===== src/rtl/procyon_ifq.sv =====
// rtl/procyon_ifq.sv - instruction fetch miss queue with single-outstanding line fill
//
// Purpose:
//   Holds instruction-cache miss line addresses in a circular queue, issues them
//   one at a time to memory as line reads, and returns each line as a one-cycle
//   fill. Misses to a line already held in the queue are merged. A fetch redirect
//   discards entries that have not been issued yet. The issued entry always
//   completes and produces its fill.
//
// Ports:
//   clk              in   clock, rising edge
//   rst              in   asynchronous active-high reset
//   i_flush          in   fetch redirect, drops unissued entries
//   i_alloc_en       in   miss allocation request
//   i_alloc_addr     in   miss byte address
//   o_ifq_full       out  queue holds OPTN_IFQ_DEPTH entries, allocations dropped
//   o_mem_req_valid  out  line read request valid
//   o_mem_req_addr   out  line-aligned request address
//   i_mem_req_ready  in   memory accepts the request
//   i_mem_rsp_valid  in   line data for the outstanding request
//   i_mem_rsp_data   in   returned line
//   o_fill_en        out  one-cycle fill strobe
//   o_fill_addr      out  filled line address, held between fills
//   o_fill_data      out  filled line data, held between fills

module procyon_ifq #(
  parameter int OPTN_ADDR_WIDTH   = 32,
  parameter int OPTN_IC_LINE_SIZE = 32,
  parameter int OPTN_IFQ_DEPTH    = 4,
  parameter int IC_LINE_WIDTH     = OPTN_IC_LINE_SIZE * 8
) (
  input  logic                       clk,
  input  logic                       rst,
  input  logic                       i_flush,
  input  logic                       i_alloc_en,
  input  logic [OPTN_ADDR_WIDTH-1:0] i_alloc_addr,
  output logic                       o_ifq_full,
  output logic                       o_mem_req_valid,
  output logic [OPTN_ADDR_WIDTH-1:0] o_mem_req_addr,
  input  logic                       i_mem_req_ready,
  input  logic                       i_mem_rsp_valid,
  input  logic [IC_LINE_WIDTH-1:0]   i_mem_rsp_data,
  output logic                       o_fill_en,
  output logic [OPTN_ADDR_WIDTH-1:0] o_fill_addr,
  output logic [IC_LINE_WIDTH-1:0]   o_fill_data
);

  localparam int PTR_W = $clog2(OPTN_IFQ_DEPTH);
  localparam int CNT_W = PTR_W + 1;

  localparam logic [PTR_W-1:0]           PTR_ONE   = PTR_W'(1);
  localparam logic [CNT_W-1:0]           CNT_ONE   = CNT_W'(1);
  localparam logic [CNT_W-1:0]           CNT_FULL  = CNT_W'(OPTN_IFQ_DEPTH);
  localparam logic [OPTN_ADDR_WIDTH-1:0] OFF_MASK  = OPTN_ADDR_WIDTH'(OPTN_IC_LINE_SIZE - 1);
  localparam logic [OPTN_ADDR_WIDTH-1:0] LINE_MASK = ~OFF_MASK;

  typedef enum logic [1:0] {
    IDLE     = 2'd0,
    REQ      = 2'd1,
    WAIT_RSP = 2'd2
  } state_t;

  state_t                       r_state;
  state_t                       w_state_nxt;
  logic [PTR_W-1:0]             r_head;
  logic [PTR_W-1:0]             r_tail;
  logic [CNT_W-1:0]             r_count;
  logic [OPTN_IFQ_DEPTH-1:0]    r_valid;
  logic [OPTN_ADDR_WIDTH-1:0]   r_addr [OPTN_IFQ_DEPTH];

  logic                         r_fill_en;
  logic [OPTN_ADDR_WIDTH-1:0]   r_fill_addr;
  logic [IC_LINE_WIDTH-1:0]     r_fill_data;

  logic [OPTN_ADDR_WIDTH-1:0]   w_line_addr;
  logic                         w_match;
  logic                         w_full;
  logic                         w_alloc;
  logic                         w_retire;
  logic                         w_issued;
  logic                         w_mem_req_valid;
  logic [PTR_W-1:0]             w_head_nxt;
  logic [PTR_W-1:0]             w_tail_nxt;
  logic [CNT_W-1:0]             w_count_nxt;
  logic [OPTN_IFQ_DEPTH-1:0]    w_valid_nxt;

  assign w_line_addr = i_alloc_addr & LINE_MASK;
  assign w_full      = (r_count == CNT_FULL);
  // The head entry is the issued one whenever the FSM has left IDLE.
  assign w_issued    = (r_state != IDLE);
  assign w_retire    = (r_state == WAIT_RSP) && i_mem_rsp_valid;
  // Full is taken from registered count, so a retirement this cycle cannot free room.
  assign w_alloc     = i_alloc_en && !w_full && !i_flush && !w_match;

  always_comb begin
    w_match = 1'b0;
    for (int i = 0; i < OPTN_IFQ_DEPTH; i++) begin
      if (r_valid[i] && (r_addr[i] == w_line_addr)) begin
        w_match = 1'b1;
      end
    end
  end

  // Queue bookkeeping. Flush keeps only the issued head entry, and that one
  // disappears too when its response arrives in the same cycle.
  always_comb begin
    w_valid_nxt = r_valid;
    w_head_nxt  = w_retire ? (r_head + PTR_ONE) : r_head;
    w_tail_nxt  = w_alloc ? (r_tail + PTR_ONE) : r_tail;
    w_count_nxt = r_count;

    if (w_retire) begin
      w_valid_nxt[r_head] = 1'b0;
    end
    if (w_alloc) begin
      w_valid_nxt[r_tail] = 1'b1;
    end

    case ({w_alloc, w_retire})
      2'b10:   w_count_nxt = r_count + CNT_ONE;
      2'b01:   w_count_nxt = r_count - CNT_ONE;
      default: w_count_nxt = r_count;
    endcase

    if (i_flush) begin
      w_valid_nxt = '0;
      if (w_issued) begin
        w_tail_nxt = r_head + PTR_ONE;
        if (!w_retire) begin
          w_valid_nxt[r_head] = 1'b1;
          w_count_nxt         = CNT_ONE;
        end else begin
          w_count_nxt = '0;
        end
      end else begin
        w_tail_nxt  = r_head;
        w_count_nxt = '0;
      end
    end
  end

  always_comb begin
    w_state_nxt     = r_state;
    w_mem_req_valid = 1'b0;
    case (r_state)
      IDLE: begin
        // A flush in IDLE empties the queue, so there is nothing to issue.
        if ((r_count != '0) && !i_flush) begin
          w_state_nxt = REQ;
        end
      end
      REQ: begin
        w_mem_req_valid = 1'b1;
        if (i_mem_req_ready) begin
          w_state_nxt = WAIT_RSP;
        end
      end
      WAIT_RSP: begin
        if (i_mem_rsp_valid) begin
          w_state_nxt = IDLE;
        end
      end
      default: begin
        w_state_nxt = IDLE;
      end
    endcase
  end

  always_ff @(posedge clk or posedge rst) begin
    if (rst) begin
      r_state <= IDLE;
      r_head  <= '0;
      r_tail  <= '0;
      r_count <= '0;
      r_valid <= '0;
      for (int i = 0; i < OPTN_IFQ_DEPTH; i++) begin
        r_addr[i] <= '0;
      end
    end else begin
      r_state <= w_state_nxt;
      r_head  <= w_head_nxt;
      r_tail  <= w_tail_nxt;
      r_count <= w_count_nxt;
      r_valid <= w_valid_nxt;
      if (w_alloc) begin
        r_addr[r_tail] <= w_line_addr;
      end
    end
  end

  always_ff @(posedge clk or posedge rst) begin
    if (rst) begin
      r_fill_en   <= 1'b0;
      r_fill_addr <= '0;
      r_fill_data <= '0;
    end else begin
      r_fill_en <= w_retire;
      if (w_retire) begin
        r_fill_addr <= r_addr[r_head];
        r_fill_data <= i_mem_rsp_data;
      end
    end
  end

  assign o_ifq_full      = w_full;
  assign o_mem_req_valid = w_mem_req_valid;
  assign o_mem_req_addr  = r_addr[r_head];
  assign o_fill_en       = r_fill_en;
  assign o_fill_addr     = r_fill_addr;
  assign o_fill_data     = r_fill_data;

endmodule

===== config.mk =====
export PLATFORM = sky130hd
export DESIGN_NAME = procyon_ifq
export DESIGN_NICKNAME = d
export VERILOG_FILES = /design/src/rtl/procyon_ifq.sv
export SDC_FILE = /design/constraint.sdc
export NUM_CORES = 1
export LEC_CHECK = 0
export ABC_AREA = 1
export CELL_PAD_IN_SITES_DETAIL_PLACEMENT = 2
export CELL_PAD_IN_SITES_GLOBAL_PLACEMENT = 2
export CORE_MARGIN = 5
export CORE_UTILIZATION = 26
export CTS_BUF_LIST = sky130_fd_sc_hd__clkbuf_2
export CTS_CLUSTER_DIAMETER = 60
export DETAILED_ROUTE_END_ITERATION = 7
export PLACE_DENSITY = 0.79
export SYNTH_ARGS = -nofsm -noshare
export SYNTH_HDL_FRONTEND = slang
export SYNTH_SLANG_ARGS = --single-unit
export TNS_END_PERCENT = 30

===== constraint.sdc =====
create_clock -name clk -period 17.8 [get_ports clk]
set_input_delay 1.78 -clock clk [delete_from_list [all_inputs] [get_ports clk]]
set_output_delay 1.78 -clock clk [all_outputs]
set_load 0.01 [all_outputs]

; Word-level counts from Yosys, hierarchy flattened
; Index checks and enable logic that the tools add are counted.
[word_totals]
out_inout_bits = 323
regBits = 430
inputBits = 294
word_cells = 92
[classes]
n_mux = 31
n_addsub = 4
n_eq_ne = 12
n_reduce_logical = 21
n_lt_le_gt_ge = 7
bitwise = 5
[op_table]
columns = op, count
row1 = bitwise mux 128 bit, 1
row2 = == test 32 bit, 4
row3 = 2-to-1 mux 32 bit, 3
row4 = binary-select mux 32 bit (select 2 bit), 1
row5 = demux 32 bit (select 2 bit), 1
row6 = 2-to-1 mux 4 bit, 5
row7 = logical AND 1 bit, 12
row8 = 2-to-1 mux 2 bit, 6
row9 = 2-to-1 mux 1 bit, 8
row10 = ">= comparator 3 bit, second input constant", 2
row11 = "less-than comparator 2 x 3 -> 1 bit, second input constant", 2
row12 = 2-to-1 mux 3 bit, 2
row13 = "inequality test 2 bit, second input constant", 3
row14 = inverter 2 -> 3 bit, 2
row15 = case mux 2 bit (3 select lines), 1
row16 = case mux 3 bit (2 select lines), 1
row17 = nonzero test 3 bit, 2
row18 = "adder 2 x 1 -> 2 bit, second input constant", 2
row19 = bitwise AND 4 bit, 1
row20 = demux 1 bit (select 2 bit), 2
row21 = "== test 2 x 1 -> 1 bit, second input constant", 2
row22 = "== test 2 bit, second input constant", 2
row23 = ">= comparator 2 x 1 -> 1 bit, second input constant", 2
row24 = inverter 4 bit, 1
row25 = 9 further kinds, 12

; Logic depth before layout (Yosys ltp)
; Gate-level depths: netlist of run 1.
[logic_depth]
depth_word = 11
ltp_mapped = 18
mapped_depth_nobuf = 18

; Worst setup path before layout of run 1
; Ideal clock, no wire load.
[synth_path]
path_kind = in2reg
from = in i_alloc_addr[28]
to = reg r_count[2]
path_buffers = 0
slack_ns = 14.197
path_stages = 18
t_arrival_ns = 3.526
t_required_ns = 17.724
setup_time_ns = 0.076
path_cell_list = inv_1 nand2_1 nand2_1 nor2_1 nand2_1 nor2_1 nand2_1 nor2_1 nor2_2 nand3_4 nand2_1 inv_1 fa_1 xnor2_1 inv_1 nand3_1 nand2_1 o21ai_1
[synth_via]
elab_chain_len = 11
elab_cells_between_ends = 19
cone_classes = eq/ne: 6 / mux: 6 / reduce/logical: 7
[synth_lines]
columns = element, line
row1 = "start, declared", 36  ; input logic [OPTN_ADDR_WIDTH-1:0] i_alloc_addr,
row2 = == test 32 bit, 98  ; if (r_valid[i] && (r_addr[i] == w_line_addr)) begin
row3 = logical AND 1 bit, 98
row4 = 2-to-1 mux 1 bit (3 in a row), 98
row5 = 2-to-1 mux 1 bit (*), 98
row6 = zero test 1 bit (*), 93  ; assign w_alloc = i_alloc_en && !w_full && !i_flush && !w_match;
row7 = logical AND 1 bit (*), 93
row8 = == test 2 x 1 -> 1 bit or == test 2 bit (tied branches), 119  ; case ({w_alloc, w_retire})
row9 = case mux 3 bit (2 select lines), 119
row10 = 2-to-1 mux 3 bit, 125  ; if (i_flush) begin
row11 = "end signal, assigned", 183  ; r_count <= w_count_nxt;
row12 = "end, declared", 67  ; logic [CNT_W-1:0] r_count;
; Mark *: on every way between the ends. The rest lies on a longest branch, timed or not.
; A chain may end at the register's enable or synchronous reset.

; Final worst setup path of run 1
[layout_path]
from = reg r_head[1]
to = out o_mem_req_addr[23]
[layout_via]
elab_chain_len = 4
[layout_lines]
columns = element, line
row1 = "start, declared", 65  ; logic [PTR_W-1:0] r_head;
row2 = "start signal, assigned", 181  ; r_head <= w_head_nxt;
row3 = inverter 2 -> 3 bit (implied by the code), 207  ; assign o_mem_req_addr = r_addr[r_head];
row4 = binary-select mux 32 bit (select 2 bit), 207
row5 = 2-to-1 mux 32 bit (implied by the code) (2 in a row), 207
row6 = "end, declared", 39  ; output logic [OPTN_ADDR_WIDTH-1:0] o_mem_req_addr,
; Every way passes these cells. The select of a mux whose other input is x is not followed.

==> results of run 1 <==
-- routing by layer --
layer  routed length (µm)  share of wire
met1                30900           0.35
met2                46000           0.53
met3                 6570          0.075
met4                 3790          0.043
met5                  161         0.0018
-- logic make-up after synthesis --
logic type | after synthesis
flops | 405
compound gates | 229
xor+xnor | 15
fa+ha+maj | 9
other cells | 1
buf+inv | 245
simple gates | 1398
-- registers in the layout, indices dropped and copies added, names as in the netlist --
name and flops:
o_fill_addr 27, o_fill_data 256, r_count 3, r_head 2, r_state 2, r_tail 2, r_valid 4, o_fill_en 1
r_addr 108
-- worst register-to-register path: cells and delay by family, from the launching register on --
family                 cells  cell delay, ns
buffers and inverters      4            2.45
AND/OR/NAND/NOR            3            0.43
flip-flops                 1            0.43
-- worst min path at each step --
stage	startpoint	endpoint	slack, ns	depth (start not counted)
after floorplan	r_addr[47]$_DFFE_PP0P_	r_addr[47]$_DFFE_PP0P_	0.47	2
after global placement	o_fill_data[14]$_DFFE_PP0P_	o_fill_data[14]$_DFFE_PP0P_	0.45	2
after detailed placement	o_fill_data[69]$_DFFE_PP0P_	o_fill_data[69]$_DFFE_PP0P_	0.46	2
after CTS	o_fill_data[84]$_DFFE_PP0P_	o_fill_data[84]$_DFFE_PP0P_	0.49	2
after global routing	o_fill_data[46]$_DFFE_PP0P_	o_fill_data[46]$_DFFE_PP0P_	0.50	2
final	o_fill_data[87]$_DFFE_PP0P_	o_fill_data[87]$_DFFE_PP0P_	0.48	2
-- stage by stage --
stage          hold slack, ns  power [mW]
3_5_place_dp            0.461        3.87
5_1_grt                 0.498        4.86
3_3_place_gp            0.454        3.75
6_report                0.478        4.52
2_1_floorplan           0.475        2.57
4_1_cts                 0.485        4.62
-- power by group through the flow --
stage	combinational [mW]	clock (mW)	sequential, mW
6_report	2.18	0.700	1.65
5_1_grt	2.36	0.791	1.71
4_1_cts	2.23	0.742	1.65
3_5_place_dp	2.21	0	1.66
3_3_place_gp	2.13	0	1.62
2_1_floorplan	0.836	0	1.73
-- Yosys cell counts (11+ instances only) --
cell,n,share of area
a21oi_1,49,0.013
o21ai_0,49,0.013
o21ai_1,88,0.024
inv_2,23,0.0047
clkbuf_1,74,0.015
buf_6,20,0.012
o21ai_2,26,0.013
nand4_1,11,0.0038
inv_1,107,0.022
o22ai_1,13,0.0045
xnor2_1,14,0.0067
nand2_1,1271,0.26
nor2_1,89,0.018
dfrtp_1,405,0.56
-- cell type report --
type	instances	area, µm²
repair buffers	611	6120
well taps	940	1180
clock inverters	44	208
inverters	134	526
diodes	17	42.5
clock buffers	161	806
fillers	8051	43700
multi-input cells	1661	6970
flip-flops and latches	405	10100
==> out/qor.csv, run 1 <==
metric;value;unit
drt-initial-drc-count;702;
synth_area;18200;µm²
clkLatencyLatePin;1.18;ns
fmax;0.167;GHz
crit_slowest_cell;dfrtp_1;
required;16.02;ns
globalRouteOverflowTotal;0;
rsz0062_at_grt;false;
cts_sinks;405;
startpoint_type;flop;
dr.pass1.iters;4;
post-cts-setup-buffers;0;
grt_max_degree;233;
num_rows;97;
die_y;274;µm
critPathMaxStageDelay;0.94;ns
critPathTopFamily;buffers and inverters;
outcome;finished, final reports clean;
place_ws;12.60;ns
skew;0.113;ns
synthMuxAreaShare;0;
min_path_type;flop to flop;
synthArstFlopShare;1.00;
finalSetupViolCount;0;
io_pins;617;
r2r-end;o_fill_data[56]$_DFFE_PP0P_;
die_area;75300;µm²
peakVddDrop;0.0000881;V
critPathCapture;o_mem_req_addr[23];
grt_pass1_wl;129000;µm
synth_xor_area_frac;0.00723;
ff2ff_path_depth;7;
dp_hpwl;64400;µm
ctsResizeCount;0;
use_met1;0.235;
ys_seq_area_frac;0.558;
tightest_slew;1.14;ns
ctsRootBufferMaster;clkbuf_2;
cts_tree;built;
grt_pass1_vias;20582;
start_util;0.261;
rr_startpoint;r_state[1]$_DFFE_PP0P_;
final_cell_mix;nand2_1, clkdlybuf4s50_1, dfrtp_1, clkbuf_2, inv_1;
crit_arrival;4.19;ns
port_buffers;601;
cp_cell_sequence;inv_2, buf_4, o21ai_0, a21oi_1, a21oi_1, clkdlybuf4s50_1;
final_common_cell;nand2_1;
ant_nets;0;
routed-via-count;18200;
gr-usage-met3;0.0797;
critPathLaunch;r_head[1]$_DFFE_PP0P_;
postPlaceCellArea;24900;µm²
drt-total-wl;87500;µm
p_switching;1.97;mW
final-max-slew-violation-count;0;
syn_inst;2302;
p_leak;12.9;nW
avgRoutedWirePerCell;22.0;µm
swShare;0.435;
clockBufferDepth;3;
crit_path_max_fanout;24;
synth_top_flop_cell;dfrtp_1;
cts_hold_buf;0;
tns;0;ns
timing.final.crit_period;5.97;ns
final_cells;3973;
p_clk_frac;0.155;
p_comb_frac;0.481;
regToRegSetupSlack;14.43;ns
timing.critical_path.mode_cell;a21oi_1;
core_area;69700;µm²
power_per_cell_area;174;nW/µm²
p_seq_frac;0.365;
dp.cells;3751;
grt.met2_usage;0.414;
synth_area_per_cell;7.90;µm²
drive_gt1_frac;0.0822;
gp_congestion;0.871;
vias_per_cell;4.58;
cap_violations;0;
finalCritPeriodShare;0.336;
synth_warnings;0;
clkTransAtPathRegs;0.09;ns
critPathKind;flop to output port;
worst-path-buf-inv;3;
synth.distinct_cells;37;
area_growth;42.9;%
end_kind;output port;
postLayoutCellArea;26000;µm²
synth-seq-cells;405;
synth_edf_count;0;
cts_buffers;117;
antenna_found_initial;22;
cp_num_cells;6;
synth_fa_ha_area_frac;0.00661;
internal-power;2.56;mW
synth_compound_area_frac;0.0700;
hold_violations;0;
drc;0;
yosys.area_share.simple;0.297;
slew-limit-headroom;0.240;
layout.nets;3233;
final_util;0.373;
track_usage;0.226;
htreeDepth;3;
synth_top_family_by_area;simple AND/OR/NAND/NOR gates;
top_usage_layer;met2;
worst_slack;11.83;ns
dieWidth;274;µm
Note: power is estimated with default switching activity, not from simulation.
==> run 2: changes to the inputs <==
- CORE_UTILIZATION: 26 -> 24
- PLACE_DENSITY: 0.79 -> 0.77
- clock period: 17.8 -> 5.2 ns (I/O delays scaled with it)
==> out/qor.csv, run 2 (synthesis results as in run 1) <==
metric;value;unit;change
peakVddDrop;0.000208;V;was 0.0000881 V
fmax;0.245;GHz;
postPlaceCellArea;25100;µm²;was 24900 µm²
globalRouteOverflowTotal;0;;unchanged
grt_pass1_vias;23731;;was 20582
fillers;8463;;was 8051
num_rows;101;;was 97
crit_arrival;3.56;ns;was 4.19 ns
crit_path_max_fanout;43;;was 24
clkLatencyLatePin;1.35;ns;was 1.18 ns
ctsResizeCount;0;;unchanged
rsz0062_at_grt;false;;unchanged
startpoint_type;flop;;unchanged
drt-total-wl;106000;µm;was 87500 µm
finalCritPeriodShare;0.784;;
total_power;16.6;mW;was 4.52 mW
outcome;finished, final reports clean;;unchanged
min_path_type;input pin to flop;;was flop to flop
dieWidth;285;µm;was 274 µm
ctsRootBufferMaster;clkbuf_2;;unchanged
grt_pass1_wl;157000;µm;was 129000 µm
cts_tree;built;;unchanged
clockBufferDepth;3;;unchanged
gp_congestion;0.854;;was 0.871
drt-initial-drc-count;848;;was 702
hold_violations;0;;unchanged
gr-usage-met3;0.0718;;was 0.0797
critPathKind;flop to output port;;unchanged
regToRegSetupSlack;2.47;ns;was 14.43 ns
drive_gt1_frac;0.0795;;was 0.0822
io_pins;617;;unchanged
slew-limit-headroom;0.110;;was 0.240
p_leak;14.2;nW;was 12.9 nW
cts_buffers;119;;was 117
final-max-slew-violation-count;0;;unchanged
cts_hold_buf;275;;was 0
layout.nets;3519;;was 3233
routed-via-count;20148;;was 18200
use_met1;0.258;;was 0.235
skew;0.136;ns;was 0.113 ns
required;4.68;ns;was 16.02 ns
finalSetupViolCount;0;;unchanged
grt.met2_usage;0.466;;was 0.414
multi_input_area;6970;µm²;unchanged
grt_max_degree;219;;was 233
die_area;81300;µm²;was 75300 µm²
dr.pass1.iters;4;;unchanged
top_usage_layer;met2;;unchanged
post-cts-setup-buffers;0;;unchanged
end_kind;output port;;unchanged
avgRoutedWirePerCell;24.7;µm;was 22.0 µm
antenna_found_initial;17;;was 22
start_util;0.241;;was 0.261
timing.final.crit_period;4.08;ns;
cts_sinks;405;;unchanged
largest_reg_flops;256;;unchanged
cap_violations;0;;unchanged
drc;0;;unchanged
track_usage;0.253;;was 0.226
core_area;75600;µm²;was 69700 µm²
tns;0;ns;unchanged
final_common_cell;nand2_1;;unchanged
port_buffers;601;;unchanged
final_cell_mix;nand2_1, clkdlybuf4s50_1, dfrtp_1, dlygate4sd3_1, clkbuf_2;;was nand2_1, clkdlybuf4s50_1, dfrtp_1, clkbuf_2, inv_1
die_y;285;µm;was 274 µm
dp_hpwl;64200;µm;was 64400 µm
tightest_slew;1.33;ns;was 1.14 ns
ant_nets;0;;unchanged
vias_per_cell;4.68;;was 4.58
postLayoutCellArea;28900;µm²;was 26000 µm²
area_growth;59.2;%;was 42.9%
clkTransAtPathRegs;0.10;ns;was 0.09 ns
seqCellArea;10100;µm²;unchanged
htreeDepth;3;;unchanged
power_per_cell_area;574;nW/µm²;was 174 nW/µm²
-- run 2: final timing paths --
| check | startpoint | cells past startpoint | to |
|---|---|---|---|
| max | r_head[0]$_DFFE_PP0P_ | 4 | o_mem_req_addr[31] |
| min | i_alloc_addr[20] | 3 | r_addr[84]$_DFFE_PP0P_ |
| max reg2reg | r_addr[7]$_DFFE_PP0P_ | 18 | r_count[2]$_DFFE_PP0P_ |
| min reg2reg | o_fill_data[53]$_DFFE_PP0P_ | 2 | o_fill_data[53]$_DFFE_PP0P_ |
| max in group asynchronous | rst | 5 | o_fill_data[122]$_DFFE_PP0P_ |
| min in group asynchronous | rst | 3 | o_fill_data[246]$_DFFE_PP0P_ |
-- run 2: power by group --
group          internal [mW]  switching (mW)  leakage, nW
sequential              4.58            1.23         5.09
clock                  0.916            1.75        0.800
combinational           3.49            4.67         8.26
total                   8.98            7.64         14.2
-- run 2: layout make-up --
class                      count  area share
antenna                       19     0.00164
clock buffer                 173      0.0299
clock inverter                39     0.00653
inverter                     134      0.0180
multi-input combinational   1661       0.241
sequential                   405       0.350
tap                          978      0.0423
timing repair buffer         895       0.311
-- run 2: per-stage QoR --
step | instances | hold WS [ns] | util | worst slack, ns
finish | 4304 | 0.167 | 0.383 | 1.12
global route | 4300 | -0.0148 | 0.383 | 0.897
global placement | 3798 | 0.453 | 0.332 | 1.76
detailed placement | 3798 | 0.460 | 0.332 | 1.62
floorplan | 2311 | 0.475 | - | -0.776
CTS | 4285 | 0.000273 | 0.382 | 0.987
-- run 2: critical path, cell delays in order, from the launching register on --
cell and delay, ns:
dfrtp_1 0.36, buf_4 0.52, o21ai_0 0.19, o22ai_1 0.65
clkdlybuf4s50_1 0.68
-- run 2: routing by layer --
metal / vias to the layer above / wire length (µm)
li1: 8935 / -
met1: 10229 / 37800
met2: 678 / 55300
met3: 296 / 6570
met4: 10 / 6730
met5: - / 54
